`src/rtl/keylink_pkg.sv`:
```
// keylink shared definitions: head codes, FSM states, defaults.
// Used by both the keylink receiver and transmitter.
package keylink_pkg;

  localparam int unsigned MIN_HIGH_DEF   = 4;
  localparam int unsigned TIMEOUT_DEF    = 1200000;
  localparam int unsigned MAX_DIGITS_DEF = 9;

  localparam logic [2:0] HD_DIG0  = 3'b000;
  localparam logic [2:0] HD_DIG1  = 3'b001;
  localparam logic [2:0] HD_START = 3'b010;
  localparam logic [2:0] HD_END   = 3'b100;

  typedef enum logic {
    ST_IDLE,
    ST_WAIT_BODY
  } state_e;

endpackage

```
`src/rtl/keylink_strobe.sv`:
```
// keylink input synchronizer and strobe high-time qualifier.
// Emits one accept pulse per strobe held high MIN_HIGH cycles.
module keylink_strobe
  import keylink_pkg::*;
#(
  parameter int unsigned MIN_HIGH = MIN_HIGH_DEF
) (
  input  logic       clk,
  input  logic       rst_n,
  input  logic [3:0] raw_i,
  output logic [2:0] symbol_o,
  output logic       accept_o
);

  localparam int unsigned CW = $clog2(MIN_HIGH + 1);

  logic [3:0]    s1_q, s2_q;
  logic [1:0]    fill_q;
  logic          armed_q, armed_d;
  logic [CW-1:0] hi_q, hi_d;
  logic          ctrl;

  assign ctrl     = s2_q[3];
  assign symbol_o = s2_q[2:0];

  always_ff @(posedge clk or negedge rst_n) begin
    if (!rst_n) begin
      s1_q    <= '0;
      s2_q    <= '0;
      fill_q  <= '0;
      armed_q <= 1'b0;
      hi_q    <= '0;
    end else begin
      s1_q    <= raw_i;
      s2_q    <= s1_q;
      fill_q  <= {fill_q[0], 1'b1};
      armed_q <= armed_d;
      hi_q    <= hi_d;
    end
  end

  // Arm only on a genuine low seen after the sync chain has filled.
  always_comb begin
    armed_d  = armed_q;
    hi_d     = hi_q;
    accept_o = 1'b0;
    if (!ctrl) begin
      hi_d = '0;
      if (fill_q[1]) armed_d = 1'b1;
    end else if (armed_q) begin
      if (hi_q != CW'(MIN_HIGH)) hi_d = hi_q + CW'(1);
      accept_o = (hi_q == CW'(MIN_HIGH - 1));
    end
  end

endmodule

```
`src/rtl/keylink_rx.sv`:
```
// keylink receiver: decodes head/body symbol pairs into digits
// and START/digits/END frames into 32-bit decimal numbers.
module keylink_rx
  import keylink_pkg::*;
#(
  parameter int unsigned MIN_HIGH   = MIN_HIGH_DEF,
  parameter int unsigned TIMEOUT    = TIMEOUT_DEF,
  parameter int unsigned MAX_DIGITS = MAX_DIGITS_DEF
) (
  input  logic        hwclk,
  input  logic        resetN,
  input  logic        in0,
  input  logic        in1,
  input  logic        in2,
  input  logic        inControl,
  output logic [3:0]  digit,
  output logic        digitValid,
  output logic [31:0] number,
  output logic        numberValid,
  output logic        frameError,
  output logic        busy
);

  localparam int unsigned TW = $clog2(TIMEOUT + 1);
  localparam int unsigned DW = $clog2(MAX_DIGITS + 1);

  logic [2:0] sym;
  logic       acc;

  keylink_strobe #(.MIN_HIGH(MIN_HIGH)) u_strobe (
    .clk      (hwclk),
    .rst_n    (resetN),
    .raw_i    ({inControl, in2, in1, in0}),
    .symbol_o (sym),
    .accept_o (acc)
  );

  state_e        state_q, state_d;
  logic          hb_q, hb_d;
  logic [TW-1:0] tmo_q, tmo_d;
  logic [31:0]   acc_q, acc_d;
  logic [DW-1:0] cnt_q, cnt_d;
  logic          innum_q, innum_d;
  logic [3:0]    digit_q, digit_d;
  logic [31:0]   number_q, number_d;
  logic          dv_q, dv_d;
  logic          nv_q, nv_d;
  logic          fe_q, fe_d;
  logic          err;
  logic [3:0]    d;

  assign d           = {hb_q, sym};
  assign digit       = digit_q;
  assign digitValid  = dv_q;
  assign number      = number_q;
  assign numberValid = nv_q;
  assign frameError  = fe_q;
  assign busy        = (state_q == ST_WAIT_BODY) | innum_q;

  always_ff @(posedge hwclk or negedge resetN) begin
    if (!resetN) begin
      state_q  <= ST_IDLE;
      hb_q     <= 1'b0;
      tmo_q    <= '0;
      acc_q    <= '0;
      cnt_q    <= '0;
      innum_q  <= 1'b0;
      digit_q  <= '0;
      number_q <= '0;
      dv_q     <= 1'b0;
      nv_q     <= 1'b0;
      fe_q     <= 1'b0;
    end else begin
      state_q  <= state_d;
      hb_q     <= hb_d;
      tmo_q    <= tmo_d;
      acc_q    <= acc_d;
      cnt_q    <= cnt_d;
      innum_q  <= innum_d;
      digit_q  <= digit_d;
      number_q <= number_d;
      dv_q     <= dv_d;
      nv_q     <= nv_d;
      fe_q     <= fe_d;
    end
  end

  always_comb begin
    state_d  = state_q;
    hb_d     = hb_q;
    tmo_d    = tmo_q;
    acc_d    = acc_q;
    cnt_d    = cnt_q;
    innum_d  = innum_q;
    digit_d  = digit_q;
    number_d = number_q;
    dv_d     = 1'b0;
    nv_d     = 1'b0;
    fe_d     = 1'b0;
    err      = 1'b0;
    unique case (state_q)
      ST_IDLE: begin
        if (acc) begin
          unique case (sym)
            HD_DIG0, HD_DIG1: begin
              state_d = ST_WAIT_BODY;
              hb_d    = sym[0];
              tmo_d   = TW'(TIMEOUT - 1);
            end
            HD_START: begin
              acc_d   = '0;
              cnt_d   = '0;
              innum_d = 1'b1;
            end
            HD_END: begin
              if (innum_q) begin
                number_d = acc_q;
                nv_d     = 1'b1;
                innum_d  = 1'b0;
              end else begin
                err = 1'b1;
              end
            end
            default: err = 1'b1;
          endcase
        end
      end
      ST_WAIT_BODY: begin
        // Expiry wins over a body landing on the same cycle.
        if (tmo_q == '0) begin
          err = 1'b1;
        end else begin
          tmo_d = tmo_q - TW'(1);
          if (acc) begin
            state_d = ST_IDLE;
            if (!innum_q) begin
              digit_d = d;
              dv_d    = 1'b1;
            end else if (d > 4'd9 || cnt_q == DW'(MAX_DIGITS)) begin
              err = 1'b1;
            end else begin
              acc_d   = acc_q * 32'd10 + {28'd0, d};
              cnt_d   = cnt_q + DW'(1);
              digit_d = d;
              dv_d    = 1'b1;
            end
          end
        end
      end
      default: state_d = ST_IDLE;
    endcase
    if (err) begin
      fe_d    = 1'b1;
      state_d = ST_IDLE;
      innum_d = 1'b0;
    end
  end

endmodule

```
`config.mk`:
```
export PLATFORM = sky130hd
export DESIGN_NAME = keylink_rx
export DESIGN_NICKNAME = d
export VERILOG_FILES = /design/src/rtl/keylink_pkg.sv /design/src/rtl/keylink_strobe.sv /design/src/rtl/keylink_rx.sv
export SDC_FILE = /design/constraint.sdc
export NUM_CORES = 1
export LEC_CHECK = 0
export BUFFER_PORTS_ARGS = -buffer_cell sky130_fd_sc_hd__buf_2
export CORE_UTILIZATION = 55
export CTS_CLUSTER_DIAMETER = 100
export DETAILED_ROUTE_END_ITERATION = 10
export GPL_TIMING_DRIVEN = 0
export PLACE_DENSITY = 0.73
export REMOVE_ABC_BUFFERS = 1
export SYNTH_ARGS = -nofsm -noshare
export SYNTH_HDL_FRONTEND = slang
export SYNTH_SLANG_ARGS = --single-unit
```
`constraint.sdc`:
```
create_clock -name hwclk -period 7.9 [get_ports hwclk]
set_input_delay 0.79 -clock hwclk [delete_from_list [all_inputs] [get_ports hwclk]]
set_output_delay 0.79 -clock hwclk [all_outputs]
set_load 0.05 [all_outputs]
```
==> impl_metrics.ini <==
[synth]
netlist_area_pre_place_um2 = 7357
top_post_synthesis_cells_by_area = dfrtp_1, ha_1, mux2_2
postSynthAreaPerCell_um2 = 9.783
synth-edff-count = 0
yosysSeqAreaShare = 0.3844
postSynthCellCount = 752
synth_commonest_cells = dfrtp_1, nand2_1, ha_1, o21ai_0, nor2_1
most_used_flip_flop_cell_after_synthesis = dfrtp_1
synth-async-reset-ratio = 1.000
synth_cell_types = 85
yosys_warnings = 0
synth_top_area_share = 0.3844
number_of_flip_flops_and_latches_in_the_synthesized_netlist = 113
post-synth-top-count-cell = dfrtp_1
yosysTopAreaCell = dfrtp_1

[setup_path]
timing.critical_path.slowest_stage_cell = nor4_1
worst-r2r-setup-slack_ns = 3.53
cp_slowest_stage_delay_ns = 0.67
worst-endpoint-required_ns = 8.19
worstPathArrival_ns = 4.66
critPathTopFamily = compound AO/OA/AOI/OAI gates
worst_setup_path_start_kind = flip-flop
criticalPathCategory = reg2reg
cpMostUsedCell = ha_1
crit_path_cell_trace = ha_1, ha_1, fa_1, a211oi_4, o211ai_2, a31oi_1, xnor2_2, o311ai_1, nor4_1, and4bb_1, mux2i_1, nand3_1
critPathCaptureType = flip-flop
worstPathMaxFanout = 7
worst-path-buf-inv = 0

[floorplan]
core_um2 = 12820
fp.dieArea_um2 = 13840
boundaryPins = 46
die_h_um = 117.7
placement_rows = 41
initial_utilization = 0.5737
die_width_um = 117.7

[detailed_routing]
wire_per_inst_um = 16.82
routed_via_density = 6.015
drt_pre_antenna_iters = 5
post-route-drc-count = 0
drtIter0Drc = 384
vias = 5865
postRouteWirelength_um = 16400
ant_nets = 0

[cells_and_area]
insertedDiodeCount = 0
final_layout_size_suffix_gt1_frac = 0.1905
number_of_nets_in_the_layout = 862
fillers = 1039
area_growth_syn_to_layout_pct = 13.03
utilization = 0.6484
finalInstanceArea_um2 = 8315

[placed_design]
place_congestion = 0.8799
numPortBuffers = 45
hpwlAfterDp_um = 11880
placedInstanceArea_um2 = 7729

[pwr]
p_int_mw = 1.239
seq_power_share = 0.412
net-switching-power_uw = 508.3
power_density_nw_per_um2 = 210.1
power_mw = 1.747
vdd_ir_drop_max_uv = 285.5
sw_frac_of_total = 0.2910
power.combinational.fraction = 0.158
clkPwrFrac = 0.430
p_leak_nw = 4.032

[status]
outcome = finished, final reports clean

[timing]
timing_max_transition_violations_final = 0
grt_setup_unrepaired = no
timing.fmax_mhz = 228.7
timing.final.setup_violations = 0
period_minus_slack_ns = 4.373
tns_ns = 0
maximum_clock_skew_at_final_layout_ns = 0.006560
worst_margin_pin_slew_ns = 1.319
relSlewSlack = 0.1207
post-route-period-util = 0.5535
finalHoldViolCount = 0
hold_ws_ns = 0.3471

[cts]
clock_latency_ns = 0.42
clock_transition_at_the_register_clock_pins_on_the_worst_setup_and_hold_paths_after_cts_ns = 0.05
cts.path.max_buffers = 2
htree_num_levels = 4
root_buffer = clkbuf_16
tritoncts = done
post_cts.resized_instances = 0
clock-sinks = 113
numCtsBuffers = 17
cts_post_setup_buffers_inserted = 0
cts_hold_buffers = 0

[flow_run]
max_cap_violations = 0

[grt]
grt_usage = 0.2456
globalRoute.totalOverflow = 0
antenna_found_initial = 0
pin_count_of_the_biggest_net_entering_global_routing = 67
global_route_wire_length_before_repair_um = 27310
grt_pass1_vias = 5787

[hold_path]
worstHoldPathType = reg2reg
placed cells by master (no fill, tap or decap), drive strengths merged, types with 6 or more instances in the layout:
master  count
dfrtp     113
nand2      91
ha         64
o21ai      63
buf        47
nor2       46
a21oi      38
mux2       37
xnor2      32
xor2       23
nand3      20
clkbuf     20
inv        19
nand4      14
nor4       13
and3       12
a211oi     10
nor3        9
or3         9
or2         7
o211ai      7
a21o        6
and2        6
clkinv      6
power groups by stage:
stage	logic, mW	clock network [mW]	registers (mW)
floorplan	0.194	0	0.728
global placement	0.255	0	0.722
detailed placement	0.274	0	0.729
CTS	0.277	0.762	0.719
global route	0.306	0.786	0.729
finish	0.276	0.751	0.720
kinds of logic (layout without fill, tap and decap cells):
group                    count (synthesis)  count (layout)  synth area share
other                                    1               1         0.0005097
buffers and inverters                   45              96           0.02687
XOR/XNOR                                55              55           0.06650
AND/OR/NAND/NOR                        266             266            0.1939
AO/OA/AOI/OAI                          165             165            0.1510
multiplexers                            41              41           0.06258
flip-flops                             113             113            0.3844
adder cells (fa/ha/maj)                 66              66            0.1143
layer usage:
layer / global-route usage / up-vias / wire length, um
li1: - / 2814 / -
met5: 0 / - / 0
met2: 0.4125 / 137 / 8103
met4: 0.08413 / 0 / 296
met1: 0.3110 / 2891 / 7403
met3: 0.05523 / 23 / 590
cell type report:
class                   count  area [um^2]  share of cell area
multi-input cells         594         4345              0.5226
flip-flops and latches    113         2828              0.3401
clock buffers              20        446.7             0.05372
repair buffers             47        282.8             0.03401
well taps                 172        215.2             0.02588
clock inverters            12        133.9             0.01610
inverters                  17        63.81            0.007674
metrics by stage:
step	worst slack [ns]	cells
detailed placement	3.677	943
finish	3.527	975
global placement	3.782	941
global route	3.330	975
CTS	3.643	975
floorplan	4.337	724
worst paths after layout:
check / startpoint / to / cells after the start
worst max-delay path: acc_q[1]$_DFFE_PN0P_ / acc_q[30]$_DFFE_PN0P_ / 12
worst min-delay path: u_strobe.fill_q[0]$_DFF_PN0_ / u_strobe.fill_q[1]$_DFF_PN0_ / 0
worst max register to register: acc_q[1]$_DFFE_PN0P_ / acc_q[30]$_DFFE_PN0P_ / 12
worst min register to register: u_strobe.fill_q[0]$_DFF_PN0_ / u_strobe.fill_q[1]$_DFF_PN0_ / 0
max in group asynchronous: resetN / cnt_q[3]$_DFFE_PN0P_ / 2
min in group asynchronous: resetN / acc_q[17]$_DFFE_PN0P_ / 1
worst reg2reg max path, cell delays in order (launching register included):
cell	delay, ns
dfrtp_1	0.45
ha_1	0.33
ha_1	0.26
fa_1	0.46
a211oi_4	0.42
o211ai_2	0.20
a31oi_1	0.28
xnor2_2	0.18
o311ai_1	0.27
nor4_1	0.67
and4bb_1	0.38
mux2i_1	0.25
nand3_1	0.10
flip-flops by register name, summed over array words and instances, names as in the netlist, 2 cells and up:
signal           cells
u_strobe.hi_q        3
tmo_q               21
u_strobe.s1_q        4
cnt_q                4
u_strobe.s2_q        4
digit                4
u_strobe.fill_q      2
acc_q               32
number              32
Note: power is estimated with default switching activity, not from simulation.
